--- src/rtl/sram_pkg.sv ---
// Shared definitions for the SRAM request controller: FSM state encoding,
// default geometry and request operation codes.
package sram_pkg;

  localparam int ADDR_W_DEF = 3;
  localparam int DATA_W_DEF = 4;

  localparam logic OP_RD = 1'b0;
  localparam logic OP_WR = 1'b1;

  typedef enum logic [2:0] {
    IDLE,
    ISSUE,
    CAPTURE,
    RESP,
    V_ISSUE,
    V_CAPTURE
  } state_t;

endpackage : sram_pkg

--- src/rtl/sram_req_ctrl.sv ---
// Single-outstanding request controller driving a registered-read SRAM port.
// Define SRAM_READBACK_VERIFY_EN to re-read every write and flag mismatches.
module sram_req_ctrl
  import sram_pkg::*;
#(
  parameter int ADDR_W = ADDR_W_DEF,
  parameter int DATA_W = DATA_W_DEF
) (
  input  logic              clk,
  input  logic              rst,
  input  logic              req_valid,
  output logic              req_ready,
  input  logic              req_we,
  input  logic [ADDR_W-1:0] req_addr,
  input  logic [DATA_W-1:0] req_wdata,
  output logic              rsp_valid,
  input  logic              rsp_ready,
  output logic              rsp_we,
  output logic [DATA_W-1:0] rsp_rdata,
  output logic              rsp_err,
  output logic              mem_wr,
  output logic [ADDR_W-1:0] mem_addr,
  output logic [DATA_W-1:0] mem_din,
  input  logic [DATA_W-1:0] mem_dout,
  output logic              busy
);

  state_t state, state_nxt;

  assign req_ready = (state == IDLE);
  assign busy      = (state != IDLE);
  assign rsp_valid = (state == RESP);

  // NOTE: sequential state uses non-blocking assignments only, so every
  // register samples the pre-edge value of every other register.
  always_ff @(posedge clk) begin
    if (rst) state <= IDLE;
    else     state <= state_nxt;
  end

  // NOTE: state_nxt gets a default before the case so no path leaves it
  // unassigned, which would otherwise infer a latch.
  always_comb begin
    state_nxt = state;
    unique case (state)
      IDLE:    if (req_valid) state_nxt = ISSUE;
`ifdef SRAM_READBACK_VERIFY_EN
      ISSUE:   state_nxt = (rsp_we == OP_WR) ? V_ISSUE : CAPTURE;
      V_ISSUE:   state_nxt = V_CAPTURE;
      V_CAPTURE: state_nxt = RESP;
`else
      ISSUE:   state_nxt = (rsp_we == OP_WR) ? RESP : CAPTURE;
`endif
      CAPTURE: state_nxt = RESP;
      RESP:    if (rsp_ready) state_nxt = IDLE;
      default: state_nxt = IDLE;
    endcase
  end

`ifdef SRAM_READBACK_VERIFY_EN
  logic err_q;
  assign rsp_err = err_q;
`else
  assign rsp_err = 1'b0;
`endif

  // SRAM port and response registers; mem_addr/mem_din stay put after the
  // issue cycle so the SRAM's registered read sees a stable address.
  always_ff @(posedge clk) begin
    if (rst) begin
      mem_wr    <= 1'b0;
      mem_addr  <= '0;
      mem_din   <= '0;
      rsp_we    <= 1'b0;
      rsp_rdata <= '0;
`ifdef SRAM_READBACK_VERIFY_EN
      err_q     <= 1'b0;
`endif
    end else begin
      unique case (state)
        IDLE: begin
          if (req_valid) begin
            mem_wr   <= req_we;
            mem_addr <= req_addr;
            mem_din  <= req_wdata;
            rsp_we   <= req_we;
`ifdef SRAM_READBACK_VERIFY_EN
            err_q    <= 1'b0;
`endif
          end else begin
            mem_wr <= 1'b0;
          end
        end
        ISSUE: begin
          mem_wr <= 1'b0;
`ifndef SRAM_READBACK_VERIFY_EN
          if (rsp_we == OP_WR) rsp_rdata <= '0;
`endif
        end
        CAPTURE: rsp_rdata <= mem_dout;
`ifdef SRAM_READBACK_VERIFY_EN
        V_CAPTURE: begin
          rsp_rdata <= mem_dout;
          err_q     <= (mem_dout != mem_din);
        end
`endif
        default: ;
      endcase
    end
  end

endmodule : sram_req_ctrl

--- config.mk ---
export PLATFORM = sky130hd
export DESIGN_NAME = sram_req_ctrl
export DESIGN_NICKNAME = d
export VERILOG_FILES = /design/src/rtl/sram_pkg.sv /design/src/rtl/sram_req_ctrl.sv
export SDC_FILE = /design/constraint.sdc
export NUM_CORES = 1
export LEC_CHECK = 0
export CAP_MARGIN = 10
export CORE_MARGIN = 2
export CORE_UTILIZATION = 37
export CTS_BUF_LIST = sky130_fd_sc_hd__clkbuf_4
export DETAILED_ROUTE_END_ITERATION = 8
export PLACE_DENSITY_LB_ADDON = 0.2
export SYNTH_ARGS = -nofsm -noshare
export SYNTH_HDL_FRONTEND = slang
export SYNTH_SLANG_ARGS = --single-unit
--- constraint.sdc ---
create_clock -name clk -period 1.5 [get_ports clk]
set_clock_uncertainty 0.2 [all_clocks]
set_input_delay 0.3 -clock clk [delete_from_list [all_inputs] [get_ports clk]]
set_output_delay 0.3 -clock clk [all_outputs]
set_load 0.01 [all_outputs]
==> impl_metrics.sql <==
INSERT INTO impl_metrics (metric_group, metric, value, unit) VALUES
('synthesis', 'share_of_synthesized_area_occupied_by_flip_flops_and_latches', '0.4478', ''),
('cts', 'worst_setup_hold_path_clk_slew', '0.10', 'ns'),
('status', 'failed_checks', 'negative setup slack', ''),
('route', 'postRouteWirelength', '1.684', 'mm'),
('grt', 'grt_first_pass_wirelength', '2.670', 'mm'),
('cts', 'cts_inserted_buffers', '3', ''),
('cts', 'cts_setup_buffers', '0', ''),
('sta', 'finalCritPeriodShare', '1.073', ''),
('cts', 'worstSkewPairLatency', '0.30', 'ns'),
('cells_and_area', 'area_added_between_synthesis_and_finish', '69.40', '%'),
('worst_setup_path', 'cp_data_arrival_time', '1.64', 'ns'),
('synthesis', 'mappedNetlistNets', '95', ''),
('synthesis', 'mappedNetlistArea', '670.6', 'sq um'),
('sta', 'rsz0062_at_grt', 'true', ''),
('route', 'drt.antenna.violating_nets', '0', ''),
('floorplan', 'core_area', '1708', 'sq um'),
('sta', 'finalCriticalPeriod', '1.609', 'ns'),
('cells_and_area', 'mostFrequentLayoutCells', 'clkdlybuf4s50_1 (15), dfxtp_1 (13), dlygate4sd2_1 (13)', ''),
('route', 'drc', '0', ''),
('synthesis', 'post_synth_inst_count', '74', ''),
('grt', 'grt_use_total', '0.1780', ''),
('worst_setup_path', 'cp_num_buf_inv', '1', ''),
('worst_setup_path', 'worst_r2r_path_depth', '5', ''),
('cts', 'cts-htree-levels', '1', ''),
('route', 'detail_route.first_pass.iterations', '3', ''),
('cells_and_area', 'design.final.nets', '138', ''),
('sta', 'setup_violations', '3', ''),
('floorplan', 'initial_utilization', '0.3927', ''),
('status', 'outcome', 'finished, violations left', ''),
('cts', 'cts_root_buf', 'clkbuf_4', ''),
('synthesis', 'synth.distinct_cells', '21', ''),
('route', 'post_drt_via_cell_ratio', '4.901', ''),
('floorplan', 'dieArea', '2169', 'sq um'),
('floorplan', 'io_pins', '33', ''),
('worst_setup_path', 'critPathSlowestCell', 'or4_1', ''),
('floorplan', 'die_h', '46.58', 'microns'),
('sta', 'finalMaxSlewViolations', '0', ''),
('cells_and_area', 'layout.cells.most_common', 'clkdlybuf4s50_1', ''),
('sta', 'final-hold-violation-count', '0', ''),
('cells_and_area', 'num_antenna_cells', '0', ''),
('worst_hold_path', 'min-delay-path-class', 'reg -> reg', ''),
('floorplan', 'rows', '15', ''),
('worst_setup_path', 'path_cells', 'inv_2, ha_4, nor2b_4, or4_1, a21oi_1', ''),
('pwr', 'pwr_density_cell', '1533', 'nW/um^2'),
('cells_and_area', 'final.fill_count', '155', ''),
('floorplan', 'die-width', '46.58', 'microns'),
('worst_setup_path', 'critPathRequiredTime', '1.53', 'ns'),
('placement', 'place.gp.congestion', '0.6994', ''),
('route', 'number_of_violations_reported_at_the_end_of_detailed_routing_iteration_0', '9', ''),
('synthesis', 'postSynthAreaPerCell', '9.063', 'sq um'),
('grt', 'antenna_found_initial', '0', ''),
('cts', 'numClockSinks', '15', ''),
('sta', 'final_critical_path_setup_slack', '-0.1094', 'ns'),
('job', 'cap_violations', '0', ''),
('synthesis', 'synth.yosys.warnings', '0', ''),
('grt', 'grt_overflow', '0', ''),
('sta', 'clock.fmax', '621.3', 'MHz'),
('cts', 'cts-root-to-sink-buffers', '2', ''),
('placement', 'dp.final_hpwl', '1.221', 'mm'),
('worst_setup_path', 'worstPathMaxFanout', '4', ''),
('pwr', 'design_power', '1.742', 'mW'),
('placement', 'portBuffers', '31', ''),
('worst_setup_path', 'timing.critical_path.max_delay_family', 'simple AND/OR/NAND/NOR gates', ''),
('worst_setup_path', 'end_kind', 'register', ''),
('worst_hold_path', 'min_path_cells', '2', ''),
('route', 'wl_per_cell', '11.94', 'microns'),
('pwr', 'leakagePower', '0.5055', 'nW'),
('worst_setup_path', 'cp-start-kind', 'register', ''),
('worst_setup_path', 'critical_setup_path_class', 'reg -> reg', ''),
('worst_setup_path', 'path_depth', '5', ''),
('synthesis', 'ys_seq_elements', '15', ''),
('grt', 'grt_max_degree', '16', ''),
('cells_and_area', 'post_route_cells_drive_above_1_share', '0.2672', ''),
('grt', 'number_of_global_route_vias_before_repair', '669', ''),
('cts', 'cts_tree', 'yes', ''),
('route', 'routed-via-count', '691', ''),
('worst_setup_path', 'critical-path-max-stage-delay', '0.50', 'ns'),
('cells_and_area', 'core_utilization_of_the_finished_layout', '0.6652', ''),
('pwr', 'vdd_ir_drop_max', '0.8590', 'mV');
-- metal layers --
| metal | GRT usage | part of all wire | vias up |
|---|---|---|---|
| met3 | 0.02353 | 0.041 | 4 |
| li1 | - | - | 340 |
| met1 | 0.1967 | 0.44 | 329 |
| met2 | 0.3194 | 0.50 | 18 |
| met4 | 0.1029 | 0.017 | 0 |
| met5 | 0 | 0 | - |
-- worst min-delay path, stage by stage (launching register included) --
cell     delay [ns]
dfxtp_1        0.32
nand2_1        0.05
a21oi_1        0.05
-- final timing paths --
| check | slack, ns | startpoint | endpoint |
|---|---|---|---|
| setup reg to reg | -0.11 | state[0] | state[0] |
| hold reg to reg | 0.26 | mem_addr[2] | mem_addr[2] |
| hold / removal | 0.26 | mem_addr[2] | mem_addr[2] |
| setup / recovery | -0.11 | state[0] | state[0] |
-- cells by family (layout without fill, tap and decap cells) --
kind of cell,count (synthesis),in the layout,share of synthesized area
and+or+nand+nor,27,27,0.2015
DFF,15,15,0.4478
muxes,1,1,0.01493
adders and majority gates,5,5,0.09328
AOI/OAI and AO/OA,18,18,0.1642
other,1,1,0.005592
buffers and inverters,7,49,0.07275
-- layout make-up --
| class | instances | area (sq um) | area share |
|---|---|---|---|
| Clock buffer | 3 | 22.52 | 0.01982 |
| Clock inverter | 1 | 5.005 | 0.004405 |
| Inverter | 3 | 11.26 | 0.009912 |
| Multi-Input combinational cell | 52 | 385.4 | 0.3392 |
| Sequential cell | 15 | 302.8 | 0.2665 |
| Tap cell | 25 | 31.28 | 0.02753 |
| Timing Repair Buffer | 42 | 377.9 | 0.3326 |
-- metrics by stage --
step | TNS (ns) | worst slack [ns] | cells | hold slack [ns] | area, sq um
2_1_floorplan | -0.08447 | -0.06130 | 74 | 0.1691 | 685.7
3_3_place_gp | -2.547 | -0.2724 | 137 | 0.2396 | 1085
3_5_place_dp | -2.886 | -0.3058 | 137 | 0.2476 | 1085
4_1_cts | -0.2282 | -0.1154 | 141 | 0.2597 | 1107
5_1_grt | -0.9306 | -0.1805 | 141 | 0.2791 | 1136
6_report | -0.2121 | -0.1094 | 141 | 0.2561 | 1136
-- repair_timing --
item / in CTS / in global routing
gates resized for setup: 30 / 5
pin swaps: 0 / 1
endpoints found under the setup margin: 22 / 18
hold buffers: 0 / 0
-- synthesized netlist by cell type --
master | instances | area share
a211oi_1 | 2 | 0.022
a21oi_1 | 10 | 0.075
a32oi_1 | 4 | 0.052
buf_2 | 1 | 0.0075
buf_4 | 1 | 0.011
buf_6 | 1 | 0.017
clkbuf_8 | 1 | 0.021
conb_1 | 1 | 0.0056
dfxtp_1 | 15 | 0.45
ha_1 | 5 | 0.093
inv_1 | 3 | 0.017
mux2i_1 | 1 | 0.015
nand2_1 | 10 | 0.056
nand2b_1 | 1 | 0.0093
nand3_1 | 8 | 0.060
nor2_1 | 4 | 0.022
nor2b_1 | 1 | 0.0093
nor2b_4 | 1 | 0.021
o21ai_0 | 2 | 0.015
or3b_2 | 1 | 0.013
or4_1 | 1 | 0.011
-- sequential cells by signal (all words and copies together) (netlist names) --
name       cells
mem_din        4
rsp_we         1
mem_addr       3
mem_wr         1
state          2
rsp_rdata      4
-- where the power goes --
| part | leakage, nW | total [mW] | switching (mW) | internal [mW] |
|---|---|---|---|---|
| Combinational | 0.364 | 0.955 | 0.459 | 0.496 |
| Clock | 0.0177 | 0.241 | 0.142 | 0.0994 |
| Sequential | 0.123 | 0.546 | 0.0533 | 0.492 |
| Total | 0.505 | 1.74 | 0.654 | 1.09 |
Note: power is estimated with default switching activity, not from simulation.
